`src/rtl/vedic_mul16_seq_if.sv`:
```
// Request/result bundle between a start/done requester and the sequenced 16x16 MAC.
interface vedic_mul16_seq_if;
  logic        start;
  logic [15:0] a;
  logic [15:0] b;
  logic        acc_mode;
  logic        ready;
  logic        busy;
  logic        done;
  logic [31:0] product;
  logic        ovf;

  modport master (
    output start, a, b, acc_mode,
    input  ready, busy, done, product, ovf
  );

  modport slave (
    input  start, a, b, acc_mode,
    output ready, busy, done, product, ovf
  );
endinterface

```
`src/rtl/vedic_mul16_seq.sv`:
```
// 16x16 unsigned multiply-accumulate over four passes through one shared 8x8 Vedic multiplier.
// Latency 5 cycles from acceptance to done; requests are only taken while ready is high.
module vedic_mul16_seq (
  input logic            clk,
  input logic            rst_n,
  vedic_mul16_seq_if.slave bus
);

  localparam logic [2:0] S_IDLE = 3'd0;
  localparam logic [2:0] S_P0   = 3'd1;
  localparam logic [2:0] S_P1   = 3'd2;
  localparam logic [2:0] S_P2   = 3'd3;
  localparam logic [2:0] S_P3   = 3'd4;
  localparam logic [2:0] S_DONE = 3'd5;

  // Urdhva-Tiryagbhyam building blocks: each level splits into four half-width products.
  function automatic logic [3:0] vm2(input logic [1:0] x, input logic [1:0] y);
    logic t1, t2, c, h;
    t1 = x[1] & y[0];
    t2 = x[0] & y[1];
    c  = t1 & t2;
    h  = x[1] & y[1];
    return {h & c, h ^ c, t1 ^ t2, x[0] & y[0]};
  endfunction

  function automatic logic [7:0] vm4(input logic [3:0] x, input logic [3:0] y);
    logic [3:0] p0, p1, p2, p3;
    p0 = vm2(x[1:0], y[1:0]);
    p1 = vm2(x[3:2], y[1:0]);
    p2 = vm2(x[1:0], y[3:2]);
    p3 = vm2(x[3:2], y[3:2]);
    return {p3, p0} + {2'b00, p1, 2'b00} + {2'b00, p2, 2'b00};
  endfunction

  function automatic logic [15:0] vm8(input logic [7:0] x, input logic [7:0] y);
    logic [7:0] p0, p1, p2, p3;
    p0 = vm4(x[3:0], y[3:0]);
    p1 = vm4(x[7:4], y[3:0]);
    p2 = vm4(x[3:0], y[7:4]);
    p3 = vm4(x[7:4], y[7:4]);
    return {p3, p0} + {4'h0, p1, 4'h0} + {4'h0, p2, 4'h0};
  endfunction

  logic [2:0]  state_q, state_d;
  logic [15:0] a_q, a_d;
  logic [15:0] b_q, b_d;
  logic        acc_q, acc_d;
  logic [31:0] product_q, product_d;
  logic        ovf_q, ovf_d;

  logic [7:0]  op_a, op_b;
  logic [15:0] pp;
  logic [31:0] addend;
  logic [31:0] base;
  logic [32:0] sum;

  always_comb begin : VEDIC_MULTIPLIER_8_BIT
    op_a = (state_q == S_P2 || state_q == S_P3) ? a_q[15:8] : a_q[7:0];
    op_b = (state_q == S_P1 || state_q == S_P3) ? b_q[15:8] : b_q[7:0];
    pp   = vm8(op_a, op_b);
  end

  always_comb begin
    case (state_q)
      S_P0:       addend = {16'h0000, pp};
      S_P1, S_P2: addend = {8'h00, pp, 8'h00};
      S_P3:       addend = {pp, 16'h0000};
      default:    addend = 32'h0000_0000;
    endcase
    // A fresh multiply starts from zero even though acceptance already cleared the register.
    base = (state_q == S_P0 && !acc_q) ? 32'h0000_0000 : product_q;
    sum  = {1'b0, base} + {1'b0, addend};
  end

  always_comb begin
    state_d   = state_q;
    a_d       = a_q;
    b_d       = b_q;
    acc_d     = acc_q;
    product_d = product_q;
    ovf_d     = ovf_q;
    case (state_q)
      S_IDLE, S_DONE: begin
        if (bus.start) begin
          a_d     = bus.a;
          b_d     = bus.b;
          acc_d   = bus.acc_mode;
          ovf_d   = 1'b0;
          state_d = S_P0;
          if (!bus.acc_mode) product_d = 32'h0000_0000;
        end else begin
          state_d = S_IDLE;
        end
      end
      S_P0, S_P1, S_P2, S_P3: begin
        product_d = sum[31:0];
        ovf_d     = ovf_q | sum[32];
        state_d   = (state_q == S_P3) ? S_DONE : state_q + 3'd1;
      end
      default: state_d = S_IDLE;
    endcase
  end

  always_ff @(posedge clk or negedge rst_n) begin
    if (!rst_n) begin
      state_q   <= S_IDLE;
      a_q       <= 16'h0000;
      b_q       <= 16'h0000;
      acc_q     <= 1'b0;
      product_q <= 32'h0000_0000;
      ovf_q     <= 1'b0;
    end else begin
      state_q   <= state_d;
      a_q       <= a_d;
      b_q       <= b_d;
      acc_q     <= acc_d;
      product_q <= product_d;
      ovf_q     <= ovf_d;
    end
  end

  assign bus.ready   = (state_q == S_IDLE) || (state_q == S_DONE);
  assign bus.busy    = (state_q == S_P0) || (state_q == S_P1) ||
                       (state_q == S_P2) || (state_q == S_P3);
  assign bus.done    = (state_q == S_DONE);
  assign bus.product = product_q;
  assign bus.ovf     = ovf_q;

endmodule

```
`src/flat_wrapper.sv`:
```
// flat-port wrapper written by rule: the top's interface ports become plain ports
module vedic_mul16_seq_flat 
  (clk, rst_n, bus_start, bus_a, bus_b, bus_acc_mode, bus_ready, bus_busy, bus_done, bus_product, bus_ovf);
  vedic_mul16_seq_if bus_i ();
  input logic clk;
  input logic rst_n;
  input wire logic [$bits(bus_i.start)-1:0] bus_start;
  input wire logic [$bits(bus_i.a)-1:0] bus_a;
  input wire logic [$bits(bus_i.b)-1:0] bus_b;
  input wire logic [$bits(bus_i.acc_mode)-1:0] bus_acc_mode;
  output wire logic [$bits(bus_i.ready)-1:0] bus_ready;
  output wire logic [$bits(bus_i.busy)-1:0] bus_busy;
  output wire logic [$bits(bus_i.done)-1:0] bus_done;
  output wire logic [$bits(bus_i.product)-1:0] bus_product;
  output wire logic [$bits(bus_i.ovf)-1:0] bus_ovf;
  assign bus_i.start = bus_start;
  assign bus_i.a = bus_a;
  assign bus_i.b = bus_b;
  assign bus_i.acc_mode = bus_acc_mode;
  assign bus_ready = bus_i.ready;
  assign bus_busy = bus_i.busy;
  assign bus_done = bus_i.done;
  assign bus_product = bus_i.product;
  assign bus_ovf = bus_i.ovf;
  vedic_mul16_seq u_core (.clk(clk), .rst_n(rst_n), .bus(bus_i));
endmodule
```
`config.mk`:
```
export PLATFORM = sky130hd
export DESIGN_NAME = vedic_mul16_seq_flat
export DESIGN_NICKNAME = d
export VERILOG_FILES = /design/src/rtl/vedic_mul16_seq_if.sv /design/src/rtl/vedic_mul16_seq.sv /design/src/flat_wrapper.sv
export SDC_FILE = /design/constraint.sdc
export NUM_CORES = 1
export LEC_CHECK = 0
export CAP_MARGIN = 0
export CORE_MARGIN = 2
export CORE_UTILIZATION = 50
export CTS_BUF_LIST = sky130_fd_sc_hd__clkbuf_16
export DETAILED_ROUTE_END_ITERATION = 16
export PLACE_DENSITY = 0.71
export RECOVER_POWER = 50
export SYNTH_ARGS = -nofsm -noshare
export SYNTH_HDL_FRONTEND = slang
export SYNTH_SLANG_ARGS = --single-unit
export TNS_END_PERCENT = 5
```
`constraint.sdc`:
```
create_clock -name clk -period 10.5 [get_ports clk]
set_input_delay 1.575 -clock clk [delete_from_list [all_inputs] [get_ports clk]]
set_output_delay 1.575 -clock clk [all_outputs]
set_load 0.05 [all_outputs]
```
[Word level (Yosys, flattened, before mapping)]
Cells that the tools add are included.
Operators by class
  $add $sub $neg: 12
  mux-type cells: 12
  reduce and logical (&&, ||, !) cells: 16
  eq/ne operators: 7
  bitwise gates (word level): 129
Operator list (count)
  $and 1x1->1: 96
  $mux 32: 3
  $pmux 32 s3: 1
  $add 8x6->8: 8
  $pmux 32 s2: 1
  $add 32x32->33: 1
  $add 16x12->16: 2
  $xor 1x1->1: 32
  $mux 8: 2
  $eq 3x2->1 const B: 2
  $eq 3x3->1 const B: 2
  $logic_or 1x1->1: 6
  $pmux 3 s2: 1
  $ne 2x2->1 const B: 2
  $reduce_and 2->1: 2
  $reduce_or 2->1: 2
  $reduce_or 4->1: 1
  $add 3x1->3 const B: 1
  $eq 3x1->1 const B: 1
  $logic_not 3->1: 1
  $mux 3: 1
  $reduce_and 3->1: 1
  $mux 1: 2
  $pmux 1 s2: 1
  4 further kinds: 4
Word-level totals
  logic and storage cells: 182
  register bits: 69
  output and inout bits: 36

[Depth between registers and ports, before layout]
  depth in word-level cells: 14
  mapped depth: 41
  depth with buffers taken out: 39

[Least setup slack after synthesis]
No wires, ideal clock.
  kind: reg2reg
  start point: register u_core.state_q[1]
  end point: register u_core.product_q[31], in the netlist u_core.bus.product[31]
  stages on the path, launching flop included: 39
  path slack: 2574 ps
  data arrival time: 7800 ps
  period minus slack after synthesis: 7926 ps
  buffers on the path: 2
  path through: dfrtp_1 -> clkbuf_1 -> inv_1 -> ha_1 -> inv_1 -> nor2_1 -> a21oi_1 -> buf_2 -> mux2i_1 -> nor2_1 -> ha_1 -> ha_1 -> inv_1 -> fa_1 -> inv_1 -> ha_1 -> a21o_1 -> a21oi_1 -> [3 not listed] -> fa_1 -> nor2b_1 -> o21ai_0 -> a21boi_0 -> o21ai_0 -> a21oi_1 -> nor3_1 -> xnor2_1 -> a22o_1 -> ha_1 -> nand2_1 -> o21ai_0 -> or3_1 -> a211o_1 -> nand4_1 -> nand3_1 -> a21o_1 -> a221o_1
Between the ends
  cells in the longest elaborated chain, start to end: 13
Ends and longest elaborated chain
  start: declaration: line vedic_mul16_seq.sv:44  | logic [2:0] state_q, state_d;
  start signal: assignment: line vedic_mul16_seq.sv:113  | state_q <= state_d;
  $eq 3x2->1, or another cell as far along: line vedic_mul16_seq.sv:58, vedic_mul16_seq.sv:64, vedic_mul16_seq.sv:82
  $logic_or 1x1->1 (on tied branches): line vedic_mul16_seq.sv:58, vedic_mul16_seq.sv:59
  $mux 8 (on tied branches): line vedic_mul16_seq.sv:58, vedic_mul16_seq.sv:59
  $and 1x1->1 (on tied branches): line vedic_mul16_seq.sv:19, vedic_mul16_seq.sv:20
  $and 1x1->1: line vedic_mul16_seq.sv:21  | c = t1 & t2;
  $xor 1x1->1 or $and 1x1->1 (tied branches): line vedic_mul16_seq.sv:23  | return {h & c, h ^ c, t1 ^ t2, x[0] & y[0]};
  $add 8x6->8 (2 in series): line vedic_mul16_seq.sv:32  | return {p3, p0} + {2'b00, p1, 2'b00} + {2'b00, p2, 2'b00};
  $add 16x12->16 (2 in series): line vedic_mul16_seq.sv:41  | return {p3, p0} + {4'h0, p1, 4'h0} + {4'h0, p2, 4'h0};
  $pmux 32 s3: line vedic_mul16_seq.sv:64  | case (state_q)
  $add 32x32->33: line vedic_mul16_seq.sv:72  | sum = {1'b0, base} + {1'b0, addend};
  $pmux 32 s2: line vedic_mul16_seq.sv:82  | case (state_q)
  end signal: assignment: line vedic_mul16_seq.sv:117  | product_q <= product_d;
  end: declaration: line vedic_mul16_seq.sv:48  | logic [31:0] product_q, product_d;
Several ways; a longest one is shown, not always the timed one.
A chain may end at the register's enable or synchronous reset.

[Worst setup path in the final report]
  start point: register u_core.state_q[1]
  end point: register u_core.product_q[28], in the netlist u_core.bus.product[28]
The elaborated chain is that of the path after synthesis.

==> metrics.yaml <==
cts:
  cts_buffers: 9
  insertion_delay_ps: 340
  cts_tree: "built"
  cts_root_buf: "clkbuf_16"
  htreeDepth: 3
  clkTransAtPathRegs_ps: 60
  cts_setup_buffers: 0
  cts_resized: 0
  clockBufferDepth: 2
  clkSinkCount: 69
  cts_hold_buf: 0
final_layout:
  fillerInstances: 1319
  antennaDiodeCount: 0
  final_cell_mix: "ha_1 (93), nor2_1 (90), nand2_1 (78)"
  drive_above_1_share: 0.0750
  syn_to_final_growth_pct: 15.6
  finalNetCount: 1075
  layout_commonest_cell: "ha_1"
timing:
  hold_slack_ps: 496
  max_freq_mhz: 110
  finalHoldViolCount: 0
  period_share: 0.869
  setup_violations: 0
  period_minus_slack_ps: 9120
  tightest_slew_ps: 3780
  maxSlewHeadroom: -1.52
  rsz0062_at_grt: "no"
  slew_viol_final: 103
  skew_ps: 4.03
  setup_tns_ps: 0
critical_path:
  critPathMaxStageDelay_ps: 560
  critPathArrivalTime_ps: 9400
  cpMaxStageDelayCell: "mux2i_1"
  critPathTopFamily: "adder cells"
  critPathLaunchType: "flip-flop"
  crit_type: "flip-flop to flip-flop"
  crit_fanout: 10
  cp-end-kind: "flip-flop"
  required_ps: 10770
  path_common_cell: "inv_1"
  critPathBufInv: 8
synthesis:
  synth_nets: 1015
  yosysUniqueCellTypes: 59
  synth_top_area_cell: "dfrtp_1"
  ys_ff_latch: 69
  syn_inst: 856
  syn-mean-instance-area_um2: 8.57
  synth_warnings: 0
  synth_ff_type: "dfrtp_1"
  syn_area_um2: 7340
  synth_edf_count: 0
  synth_top_area_frac: 0.235
  synth_area_leaders: "dfrtp_1 (24%), ha_1 (16%), fa_1 (8.2%)"
  synth_seq_area_share: 0.235
  async_flop_share: 1.00
die:
  dieArea_um2: 15700
  start_util: 0.509
  dieWidth_um: 125
  core_region_area_um2: 14400
  io_pins: 72
  row_count: 44
  dieHeight_um: 125
placed_design:
  hpwlAfterDp_um: 14600
  gp_congestion: 0.948
  numPortBuffers: 71
drt:
  vias: 6312
  drtAntennaViolNets: 0
  avgRoutedWirePerCell_um: 16.8
  drtIter0Drc: 501
  drt-total-wl_um: 18600
  dr.pass1.iters: 5
  drc: 0
  via_per_inst: 5.72
global_route:
  grt_overflow: 0
  grt_pass1_wl_um: 30900
  track_usage: 0.241
  antenna_found_initial: 0
  grt_max_degree: 70
  grt_pass1_vias: 6058
run_status:
  violations: "capacitance limit, slew limit"
  status: "finished, violations left"
min_path:
  hold_class: "flip-flop to flip-flop"
job:
  maxCapViolCount: 2
## worst reg2reg max path: cells and delay by family (launching register included)
| kind | cells | cell delay (ps) |
|---|---|---|
| AOI/OAI and AO/OA | 12 | 2220 |
| xor gates and xnor gates | 2 | 390 |
| adders and majority gates | 9 | 2910 |
| buffers and inverters | 8 | 830 |
| DFF | 1 | 490 |
| muxes | 1 | 570 |
| and+or+nand+nor | 8 | 1650 |
## worst paths after layout
kind | startpoint | to | slack (ps) | depth (start not counted)
max in group asynchronous | rst_n | u_core.b_q[15] | 5720 | 2
worst min register to register | u_core.bus.product[18] | u_core.bus.product[18] | 500 | 2
worst max register to register | u_core.state_q[1] | u_core.bus.product[28] | 1380 | 40
worst max-delay path | u_core.state_q[1] | u_core.bus.product[28] | 1380 | 40
worst min-delay path | u_core.bus.product[18] | u_core.bus.product[18] | 500 | 2
min in group asynchronous | rst_n | u_core.bus.product[29] | 2620 | 2
## layer usage
| metal | share of wire | global-route usage | vias to the layer above |
|---|---|---|---|
| li1 | - | - | 3091 |
| met1 | 0.49 | 0.359 | 3021 |
| met2 | 0.44 | 0.369 | 177 |
| met3 | 0.054 | 0.0402 | 23 |
| met4 | 0.014 | 0.0536 | 0 |
| met5 | 0 | 0 | - |
## flip-flops by register name, indices dropped and copies added, names as in the netlist
name / count
u_core.a_q: 16
u_core.state_q: 3
u_core.bus.product: 32
u_core.b_q: 16
u_core.acc_q: 1
u_core.bus.ovf: 1
## stage by stage
step / worst slack [ps] / instances / cell area (um^2) / utilization
2_1_floorplan: 2570 / 856 / 7340 / -
3_3_place_gp: 1910 / 1089 / 8220 / 0.570
3_5_place_dp: 1600 / 1089 / 8220 / 0.570
4_1_cts: 1560 / 1104 / 8490 / 0.589
5_1_grt: 618 / 1104 / 8480 / 0.588
6_report: 1380 / 1104 / 8480 / 0.588
## synth_stat cells, drive strengths merged (17+ instances only)
master and instances:
a21o 21, nor2 91, xor2 18, a21oi 50, clkbuf 25, nand2 78, inv 75, dfrtp 69
mux2 36, o21ai 47, mux2i 17, ha 93, xnor2 24, nor2b 41, fa 30
## cell type report
type | count | area (um^2) | share of cell area
well taps | 184 | 230 | 0.0271
clock buffers | 9 | 225 | 0.0265
flip-flops and latches | 69 | 1730 | 0.204
inverters | 75 | 282 | 0.0332
clock inverters | 6 | 41.3 | 0.00487
repair buffers | 79 | 758 | 0.0894
multi-input cells | 682 | 5220 | 0.615
## logic make-up after synthesis
kind of cell,Yosys count,share of synthesized area
simple gates,274,0.173
compound gates,190,0.168
fa+ha+maj,123,0.240
buf+inv,105,0.0541
flops,69,0.235
mux,53,0.0785
xor+xnor,42,0.0501
Power is not shown: default switching activity piles up to over one toggle a cycle in this logic, so the estimate is an artifact.
